File: config.mk
export PLATFORM = sky130hd
export DESIGN_NAME = button_debounce
export DESIGN_NICKNAME = d
export VERILOG_FILES = /design/src/rtl/button_debounce_pkg.sv /design/src/rtl/button_debounce_channel.sv /design/src/rtl/button_debounce.sv
export SDC_FILE = /design/constraint.sdc
export NUM_CORES = 1
export LEC_CHECK = 0
export CAP_MARGIN = 30
export CORE_AREA = 3 3 127 129
export DETAILED_ROUTE_END_ITERATION = 12
export DIE_AREA = 0 0 130 132
export PLACE_DENSITY = 0.66
export SETUP_SLACK_MARGIN = 0.02
export SLEW_MARGIN = 15
export SYNTH_ARGS = -nofsm -noshare
export SYNTH_HDL_FRONTEND = slang
export SYNTH_SLANG_ARGS = --single-unit
File: constraint.sdc
create_clock -name clock -period 3.1 [get_ports clock]
set_clock_uncertainty 0.05 [all_clocks]
set_input_delay 0.31 -clock clock [delete_from_list [all_inputs] [get_ports clock]]
set_output_delay 0.31 -clock clock [all_outputs]
set_load 0.02 [all_outputs]
File: src/rtl/button_debounce_pkg.sv
// Shared definitions for the arcade-button front end: color codes reused by the latch stage,
// debounce channel state encoding and the chord-detect helper.
package button_debounce_pkg;

  localparam int unsigned NUM_COLORS   = 4;
  localparam int unsigned COLOR_RED    = 0;
  localparam int unsigned COLOR_BLUE   = 1;
  localparam int unsigned COLOR_GREEN  = 2;
  localparam int unsigned COLOR_YELLOW = 3;

  typedef enum logic [1:0] {
    StIdle,
    StPressWait,
    StPressed,
    StReleaseWait
  } db_state_e;

  // True when two or more bits are set: clearing the lowest set bit leaves something behind.
  function automatic logic multi_hot(input logic [NUM_COLORS-1:0] v);
    return (v & (v - NUM_COLORS'(1))) != '0;
  endfunction

endpackage

File: src/rtl/button_debounce_channel.sv
// One button channel: two-flop synchronizer, debounce FSM with saturating stable-sample counter,
// registered clean level and single-cycle press/release pulses.
module button_debounce_channel
  import button_debounce_pkg::*;
#(
  parameter int unsigned DebounceCycles = 1_000_000,
  parameter bit          ActiveLow      = 1'b0
) (
  input  logic clk_i,
  input  logic rst_i,
  input  logic raw_i,
  output logic clean_o,
  output logic press_o,
  output logic release_o
);

  localparam int unsigned     CntW   = $clog2(DebounceCycles + 1);
  localparam logic [CntW-1:0] CntMax = CntW'(DebounceCycles);

  logic [1:0]      sync_q;
  logic            sync;
  db_state_e       state_q;
  logic [CntW-1:0] cnt_q;
  logic [CntW-1:0] cnt_inc;
  logic            clean_q;
  logic            press_q;
  logic            release_q;

  assign sync = sync_q[1];

  // Stable samples seen including the current one; reaching CntMax accepts the new level.
  assign cnt_inc = (cnt_q == CntMax) ? cnt_q : cnt_q + CntW'(1);

  always_ff @(posedge clk_i) begin
    if (rst_i) begin
      sync_q    <= '0;
      state_q   <= StIdle;
      cnt_q     <= '0;
      clean_q   <= 1'b0;
      press_q   <= 1'b0;
      release_q <= 1'b0;
    end else begin
      sync_q    <= {sync_q[0], raw_i ^ ActiveLow};
      press_q   <= 1'b0;
      release_q <= 1'b0;
      unique case (state_q)
        StIdle, StPressWait: begin
          if (!sync) begin
            state_q <= StIdle;
            cnt_q   <= '0;
          end else if (cnt_inc == CntMax) begin
            state_q <= StPressed;
            cnt_q   <= '0;
            clean_q <= 1'b1;
            press_q <= 1'b1;
          end else begin
            state_q <= StPressWait;
            cnt_q   <= cnt_inc;
          end
        end
        StPressed, StReleaseWait: begin
          if (sync) begin
            state_q <= StPressed;
            cnt_q   <= '0;
          end else if (cnt_inc == CntMax) begin
            state_q   <= StIdle;
            cnt_q     <= '0;
            clean_q   <= 1'b0;
            release_q <= 1'b1;
          end else begin
            state_q <= StReleaseWait;
            cnt_q   <= cnt_inc;
          end
        end
      endcase
    end
  end

  assign clean_o   = clean_q;
  assign press_o   = press_q;
  assign release_o = release_q;

endmodule

File: src/rtl/button_debounce.sv
// Four-button front end: per-color debounce channels plus chord masking so the latch stage only
// ever sees one-hot or all-zero levels.
module button_debounce
  import button_debounce_pkg::*;
#(
  parameter int unsigned DEBOUNCE_CYCLES = 1_000_000,
  parameter bit          ACTIVE_LOW      = 1'b0
) (
  input  logic       clock,
  input  logic       reset,
  input  logic       red_raw,
  input  logic       blue_raw,
  input  logic       green_raw,
  input  logic       yellow_raw,
  output logic       red_button,
  output logic       blue_button,
  output logic       green_button,
  output logic       yellow_button,
  output logic [3:0] press_pulse,
  output logic [3:0] release_pulse,
  output logic       multi_press
);

  logic [NUM_COLORS-1:0] raw;
  logic [NUM_COLORS-1:0] clean;
  logic [NUM_COLORS-1:0] level;

  always_comb begin
    raw               = '0;
    raw[COLOR_RED]    = red_raw;
    raw[COLOR_BLUE]   = blue_raw;
    raw[COLOR_GREEN]  = green_raw;
    raw[COLOR_YELLOW] = yellow_raw;
  end

  for (genvar i = 0; i < NUM_COLORS; i++) begin : g_chan
    button_debounce_channel #(
      .DebounceCycles(DEBOUNCE_CYCLES),
      .ActiveLow     (ACTIVE_LOW)
    ) u_chan (
      .clk_i    (clock),
      .rst_i    (reset),
      .raw_i    (raw[i]),
      .clean_o  (clean[i]),
      .press_o  (press_pulse[i]),
      .release_o(release_pulse[i])
    );
  end

  // Pulses pass through unmasked; only the levels are blanked during a chord.
  always_comb begin
    multi_press = multi_hot(clean);
    level       = multi_press ? '0 : clean;
  end

  assign red_button    = level[COLOR_RED];
  assign blue_button   = level[COLOR_BLUE];
  assign green_button  = level[COLOR_GREEN];
  assign yellow_button = level[COLOR_YELLOW];

endmodule

* Word-level counts from Yosys, hierarchy flattened
Cells that the tools add are included.
Cells by class: bitwise gates (word level) 13, reduce and logical (&&, ||, !) cells 25, equality and inequality tests 36, multiplexer cells 65, add/subtract/negate cells 5
Operators with widths (count):
- $mux W20 | 16
- $eq A20 B20 Y1 const B | 8
- $pmux W20 S2 | 4
- $add A20 B1 Y20 const B | 4
- $mux W2 | 16
- $ne A2 B1 Y1 const B | 12
- $reduce_or A3 Y1 | 8
- $mux W1 | 20
- $eq A2 B2 Y1 const B | 8
- $pmux W2 S2 | 4
- $reduce_and A4 Y1 | 4
- $reduce_or A2 Y1 | 8
- $not A1 Y1 | 12
- $eq A2 B1 Y1 const B | 4
- $logic_not A2 Y1 | 4
- $ne A2 B2 Y1 const B | 4
- $pmux W1 S2 | 4
- $and A4 B4 Y4 | 1
- $mux W4 | 1
- $reduce_bool A4 Y1 | 1
- $sub A4 B1 Y4 const B | 1
Word-level totals: input bits 6, output and inout bits 13, word-level logic and storage cells 168, register bits 108

* Logic depth before layout (Yosys ltp)
Gate-level depths: netlist of the first run.
word-level depth 6, gate-level depth with buffers 10, depth with buffers taken out 9

* Modules after synthesis
From an unflattened synthesis of the first run, not the netlist that was laid out.
Second synthesis, totals: cell total of the unflattened synthesis 672, area, all modules 5690.5 µm²
By module, submodules not included:
- button_debounce_channel (g_chan[0].u_chan ...) | area each 1390.1 µm², instances 3, sequential area each 520.5 µm², cells each 163
- button_debounce_channel (g_chan[3].u_chan) | area each 1466.4 µm², instances 1, sequential area each 520.5 µm², cells each 176
- button_debounce | area each 53.8 µm², instances 1, sequential area each 0.0 µm², cells each 7

* Worst setup path before layout of the first run
Ideal clock, no wire load.
path type register to register, start point reg g_chan[0].u_chan.cnt_q[0], end point reg g_chan[0].u_chan.state_q[1], buffers on the path 0, setup slack 502 ps, data required time 2980 ps, arrival 2478 ps, cell stages (with the launch flop) 10, setup time 70 ps, clock period less this slack 2598 ps, cells stage by stage dfxtp_1 inv_1 ha_1 nor4bb_1 nand3_1 nor3_1 mux2i_1 nand4b_1 or4b_1 a21oi_1
On the way: cells in the longest elaborated chain, start to end 6, elaborated cells on any way between the ends 9, those cells by class add/sub (1); eq/ne (2); mux (6)
Ends and longest elaborated chain:
- start, declared | RTL line button_debounce_channel.sv:23 | logic [CntW-1:0] cnt_q;
- start signal, assigned | RTL line button_debounce_channel.sv:58 | cnt_q <= cnt_inc;
- start signal, assigned | RTL line button_debounce_channel.sv:72 | cnt_q <= cnt_inc;
- $add A20 B1 Y20 / $eq A20 B20 Y1 (equally long branches) | RTL line button_debounce_channel.sv:32 | assign cnt_inc = (cnt_q == CntMax) ? cnt_q : cnt_q + CntW'(1);
- $mux W20 * | RTL line button_debounce_channel.sv:32
- $eq A20 B20 Y1 * | RTL line button_debounce_channel.sv:51, button_debounce_channel.sv:65
- $mux W2, on equally long branches | RTL line button_debounce_channel.sv:65, button_debounce_channel.sv:51
- $mux W2, on equally long branches | RTL line button_debounce_channel.sv:62, button_debounce_channel.sv:48
- $pmux W2 S2 * | RTL line button_debounce_channel.sv:46 | unique case (state_q)
- end signal, assigned | RTL line button_debounce_channel.sv:52 | state_q <= StPressed;
- end signal, assigned | RTL line button_debounce_channel.sv:63 | state_q <= StPressed;
- end signal, assigned | RTL line button_debounce_channel.sv:66 | state_q <= StIdle;
- end, declared | RTL line button_debounce_channel.sv:22 | db_state_e state_q;
Mark *: on every way between the ends. The rest lies on a longest branch, timed or not. A chain may end at the register's enable or synchronous reset.

* Final worst setup path of the first run
start point reg g_chan[2].u_chan.cnt_q[1], end point reg g_chan[2].u_chan.clean_q
On the way: cells in the longest elaborated chain, start to end 5, elaborated cells on any way between the ends 7, those cells by class add/sub (1); eq/ne (4); mux (1); reduce/logical (1)
Ends and longest elaborated chain:
- start, declared | RTL line button_debounce_channel.sv:23
- start signal, assigned | RTL line button_debounce_channel.sv:58
- start signal, assigned | RTL line button_debounce_channel.sv:72
- $add A20 B1 Y20 / $eq A20 B20 Y1 (equally long branches) | RTL line button_debounce_channel.sv:32
- $mux W20 * | RTL line button_debounce_channel.sv:32
- $eq A20 B20 Y1 * | RTL line button_debounce_channel.sv:51, button_debounce_channel.sv:65
- $ne A2 B1 Y1 (no line)
- $reduce_and A4 Y1 (no line) *
- end signal, assigned | RTL line button_debounce_channel.sv:39 | clean_q <= 1'b0;
- end signal, assigned | RTL line button_debounce_channel.sv:54 | clean_q <= 1'b1;
- end signal, assigned | RTL line button_debounce_channel.sv:68 | clean_q <= 1'b0;
- end, declared | RTL line button_debounce_channel.sv:25 | logic clean_q;
Marks and branches as above.

==> impl_metrics.json, run 1 <==
{
  "status": "complete, no violations",
  "cts_max_path_buffers": 2,
  "grt_max_degree": 21,
  "cp-start-kind": "flop",
  "drv_cap": 0,
  "root_buffer": "clkbuf_16",
  "ys.flop_type": "dfxtp_1",
  "final_cell_area_um2": 6620,
  "synth-async-reset-ratio_pct": 0,
  "synth-edff-count": 0,
  "ir_drop_mv": 0.308,
  "cts_resized": 0,
  "slew-limit-headroom_pct": 52.1,
  "avgSynthCellArea_um2": 8.05,
  "end_kind": "flop",
  "numCtsBuffers": 9,
  "wire_per_inst_um": 13.2,
  "syn-cell-area_um2": 6030,
  "finalSetupTns_ns": 0,
  "fin_nets": 763,
  "p_per_area_nw_per_um2": 395,
  "power_leakage_nw": 2.03,
  "drtIter0Drc": 279,
  "gr-total-overflow": 0,
  "yosysWarnings": 0,
  "coreArea_um2": 15100,
  "max_freq_mhz": 353,
  "setup_viol": 0,
  "dr.pass1.iters": 4,
  "synthDistinctLibCells": 64,
  "min_period_ns": 2.84,
  "drt-total-wl_mm": 12.4,
  "grt_pass1_wl_mm": 21.5,
  "dieArea_um2": 17200,
  "slew_viol_final": 0,
  "grt_usage_pct": 15.0,
  "cts_hold_buf": 0,
  "required_ns": 3.31,
  "layout-drive-gt1-share_pct": 6.53,
  "synth_top_area_cell": "dfxtp_1",
  "fillerInstances": 1510,
  "fin_crit_sh_pct": 91.5,
  "die_h_um": 132,
  "arrival_ns": 3.05,
  "diodes": 0,
  "yosys-top-cells-area": "dfxtp_1, xnor2_1, nor2_1",
  "p_total_mw": 2.61,
  "path_clk_slew_ns": 0.07,
  "h-tree-depth": 3,
  "final-instance-count-excl-fill": 938,
  "syn_nets": 767,
  "ys_seq_area_share_pct": 34.6,
  "ioPinCount": 19,
  "ys_ff_latch": 104,
  "num_rows": 45,
  "crit_type": "flop to flop",
  "finalHoldViolations": 0,
  "dp_hpwl_mm": 9.17,
  "worst_pin_slew_ns": 0.716,
  "numPortBuffers": 18,
  "ant_nets": 0,
  "ys_top_cells_by_count": "nor2_1, dfxtp_1, xnor2_1, nand2_1, inv_1",
  "gp_congestion": 0.845,
  "die_w_um": 130,
  "netlist_instances": 749,
  "post-route-drc-count": 0,
  "yosysTopAreaCellShare_pct": 34.6,
  "grt_antenna_before_repair": 0,
  "cts_tree": "done",
  "vias_per_cell": 5.28,
  "min_path_type": "flop to flop",
  "cts_sinks": 104,
  "initial_core_util_pct": 39.8,
  "vias": 4957,
  "post_cts_buffers": 0,
  "syn2layout_area_growth_pct": 9.78,
  "crit_fanout": 9,
  "synth.most_common_cell": "nor2_1",
  "placed_cell_area_um2": 6300,
  "dp.cells": 921,
  "grt_setup_unrepaired": "false",
  "clock_latency_ns": 0.36,
  "grt_pass1_vias": 4494
}
## sequential cells by signal, indices dropped and copies added (netlist names)
name,count
g_chan.u_chan.release_o,4
g_chan.u_chan.press_o,4
g_chan.u_chan.cnt_q,80
g_chan.u_chan.state_q,4
g_chan.u_chan.sync_q,8
g_chan.u_chan.clean_o,4
## path summary, 6_finish.rpt
| kind | startpoint | to | slack (ns) | cells past startpoint |
|---|---|---|---|---|
| worst max-delay path | g_chan[2].u_chan.cnt_q[1] | g_chan[2].u_chan.clean_o | 0.26 | 8 |
| worst min-delay path | g_chan[2].u_chan.sync_q[0] | g_chan[2].u_chan.sync_q[1] | 0.40 | 1 |
| worst max register to register | g_chan[2].u_chan.cnt_q[1] | g_chan[2].u_chan.clean_o | 0.26 | 8 |
| worst min register to register | g_chan[2].u_chan.sync_q[0] | g_chan[2].u_chan.sync_q[1] | 0.40 | 1 |
## layout by cell type (no fill, tap or decap), drive strengths merged, types with 5 or more instances in the layout
master         instances
nor2                 108
dfxtp                104
xnor2                 52
nand2                 51
inv                   35
nand3                 34
nor3                  30
nand4                 30
xor2                  29
o21ai                 24
nor4                  22
clkdlybuf4s50         18
a21oi                 16
and3                  15
buf                   15
nor2b                 14
and2                  12
ha                    12
and4                  11
mux2i                 10
clkbuf                 9
or3                    7
a31oi                  7
nand4b                 6
a211o                  6
nor4b                  6
nand2b                 5
## through the flow
| stage | hold WS [ns] | worst slack [ns] | utilization [%] |
|---|---|---|---|
| after global routing | 0.409 | 0.0270 | 43.7 |
| after CTS | 0.402 | 0.263 | 43.6 |
| after global placement | 0.380 | 0.343 | 41.6 |
| after floorplan | 0.364 | 0.502 | - |
| after detailed placement | 0.392 | 0.282 | 41.6 |
| final | 0.398 | 0.263 | 43.7 |
## power breakdown
part | internal [mW] | switching (mW)
clock | 0.633 | 0.530
sequential | 1.35 | 0.0117
combinational | 0.0422 | 0.0485
## cell type report
type	instances	area [µm²]	share of cell area (%)
multi-input combinational	563	3570	54.0
clock inverter	7	80.1	1.21
clock buffer	9	225	3.40
inverter	34	128	1.93
sequential	104	2080	31.5
timing repair buffer	33	293	4.43
tap	188	235	3.56
## kinds of logic (layout without fill, tap and decap cells)
family / after synthesis / in the layout / share of synthesized area [%]
multiplexers: 10 / 10 / 1.66
XOR/XNOR: 81 / 81 / 11.8
buffers and inverters: 82 / 83 / 6.17
flip-flops: 104 / 104 / 34.6
adder cells (fa/ha/maj): 13 / 13 / 2.66
AO/OA/AOI/OAI: 89 / 89 / 10.1
AND/OR/NAND/NOR: 370 / 370 / 33.1
## critical path, cell delays in order (launching register included)
cell     delay, ns
dfxtp_1       0.47
ha_1          0.25
nand4_1       0.22
o31ai_1       0.29
o21ai_0       0.13
or4_1         0.55
a211o_1       0.29
or3_1         0.32
a31oi_1       0.18
## layer usage
metal  GRT usage [%]  vias up  wire, µm
met5               0        -         0
met4            3.18        0        51
li1                -     2617         -
met3            3.85        2       428
met1            21.0     2271      6250
met2            23.2       67      5660
No activity file was read; power rests on OpenSTA's default activity.
==> run 2: changes to the inputs <==
- CORE_AREA: 3 3 127 129 -> 3 3 120 122
- DIE_AREA: 0 0 130 132 -> 0 0 123 125
- PLACE_DENSITY: 0.66 -> 0.72
- SLEW_MARGIN: 15 -> 20
==> impl_metrics.json, run 2 (synthesized netlist as in run 1, its figures left out) <==
{
  "largest_reg_flops": 80,
  "grt_usage_pct": 16.9,
  "dp.cells": 908,
  "dieArea_um2": 15400,
  "drv_cap": 0,
  "dp_hpwl_mm": 8.94,
  "worstHoldPathCells": 1,
  "drtIter0Drc": 278,
  "h-tree-depth": 3,
  "pre_cts_slack_ns": 0.285,
  "finalSetupTns_ns": 0,
  "dr.pass1.iters": 5,
  "p_per_area_nw_per_um2": 393,
  "syn2layout_area_growth_pct": 9.53,
  "layout-drive-gt1-share_pct": 6.54,
  "crit_type": "flop to flop",
  "reg_top3": "g_chan.u_chan.cnt_q: 80 flops, g_chan.u_chan.sync_q: 8 flops",
  "gp_congestion": 0.852,
  "die_h_um": 125,
  "coreArea_um2": 13300,
  "mostFrequentLayoutCell": "nor2_1",
  "diodes": 0,
  "min_period_ns": 2.87,
  "post-route-drc-count": 0,
  "required_ns": 3.32,
  "end_kind": "flop",
  "vias_per_cell": 5.45,
  "gr-total-overflow": 0,
  "cp-start-kind": "flop",
  "fin_util_pct": 49.6,
  "final-instance-count-excl-fill": 925,
  "finalHoldViolations": 0,
  "slew-limit-headroom_pct": 64.0,
  "grt_setup_unrepaired": "false",
  "num_rows": 42,
  "cts_max_path_buffers": 2,
  "final_cell_mix": "nor2_1, dfxtp_1, xnor2_1",
  "grt_pass1_wl_mm": 21.8,
  "fin_crit_sh_pct": 92.6,
  "max_flop_register": "g_chan.u_chan.cnt_q",
  "regToRegSetupSlack_ns": 0.23,
  "r2r-end": "g_chan[2].u_chan.clean_o",
  "ir_drop_mv": 0.276,
  "cts_hold_buf": 0,
  "grt_pass1_vias": 4679,
  "placed_cell_area_um2": 6280,
  "wire_per_inst_um": 13.2,
  "grt_max_degree": 31,
  "ant_nets": 0,
  "cts_sinks": 104,
  "worst_pin_slew_ns": 0.535,
  "ioPinCount": 19,
  "numCtsBuffers": 9,
  "max_freq_mhz": 348,
  "min_path_type": "flop to flop",
  "slew_viol_final": 0,
  "power_leakage_nw": 2.03,
  "arrival_ns": 3.09,
  "r2r-start": "g_chan[2].u_chan.cnt_q[1]",
  "crit_fanout": 9,
  "endpoint": "g_chan[2].u_chan.clean_o",
  "hold_slack_ns": 0.397,
  "die_w_um": 123,
  "grt_antenna_before_repair": 0,
  "fin_ws_ns": 0.230,
  "r2r_cells": 8,
  "setup_viol": 0,
  "clock_latency_ns": 0.35,
  "path_clk_slew_ns": 0.07,
  "drt-total-wl_mm": 12.2,
  "initial_core_util_pct": 45.3,
  "numPortBuffers": 18,
  "final_cell_area_um2": 6600,
  "root_buffer": "clkbuf_16",
  "critPathLaunch": "g_chan[2].u_chan.cnt_q[1]",
  "p_total_mw": 2.60,
  "status": "complete, no violations",
  "fin_nets": 762,
  "cts_tree": "done",
  "vias": 5041
}
==> run 2: changes by cell type in the layout (fill, tap and decap cells not counted) <==
cell,change
dfxtp_1,-1
clkbuf_1,+2
clkbuf_8,+1
dfxtp_2,+1
clkinvlp_4,-2
nor4_2,+2
clkinv_4,-2
buf_4,-1
clkinv_2,+1
nor4_1,-2
==> run 2: report_power, final <==
group | leakage [nW] | internal (mW) | switching [mW]
logic | 1.04 | 0.0418 | 0.0479
clock network | 0.147 | 0.652 | 0.495
registers | 0.840 | 1.35 | 0.0119
==> run 2: final cells by class <==
| type | count | area [µm²] |
|---|---|---|
| Fill cell | 1255 | 6700 |
| Multi-Input combinational cell | 563 | 3580 |
| Inverter | 34 | 128 |
| Clock inverter | 4 | 52.6 |
| Clock buffer | 12 | 246 |
| Tap cell | 176 | 220 |
| Sequential cell | 104 | 2080 |
| Timing Repair Buffer | 32 | 285 |
==> run 2: what timing repair did <==
action | 4_1_cts | 5_1_grt
gates resized for setup | 0 | 3
endpoints found under the hold margin | 0 | 0
setup buffers | 0 | 1
endpoints found under the setup margin | 0 | 21
==> run 2: worst min-delay path by stage <==
stage                          startpoint  slack (ns)                    endpoint
2_1_floorplan  g_chan[0].u_chan.sync_q[0]        0.36  g_chan[0].u_chan.sync_q[1]
5_1_grt        g_chan[0].u_chan.sync_q[0]        0.42  g_chan[0].u_chan.sync_q[1]
4_1_cts        g_chan[0].u_chan.sync_q[0]        0.40  g_chan[0].u_chan.sync_q[1]
3_5_place_dp   g_chan[0].u_chan.sync_q[0]        0.39  g_chan[0].u_chan.sync_q[1]
6_report       g_chan[0].u_chan.sync_q[0]        0.40  g_chan[0].u_chan.sync_q[1]
3_3_place_gp   g_chan[0].u_chan.sync_q[0]        0.38  g_chan[0].u_chan.sync_q[1]
==> run 2: critical path: stages (launching register included) <==
cell     delay [ns]
dfxtp_1        0.48
ha_1           0.27
nand4_1        0.21
o31ai_1        0.30
o21ai_0        0.14
or4_1          0.55
a211o_1        0.29
or3_1          0.32
a31oi_1        0.18
==> run 2: layer usage <==
layer | GRT usage [%] | share of wire, % | up-vias | wire length [µm]
met5 | 0 | 0 | - | 0
met4 | 6.78 | 2.0 | 0 | 244
met3 | 2.71 | 3.2 | 18 | 392
met2 | 25.0 | 44 | 92 | 5410
met1 | 24.4 | 51 | 2319 | 6180
li1 | - | - | 2612 | -
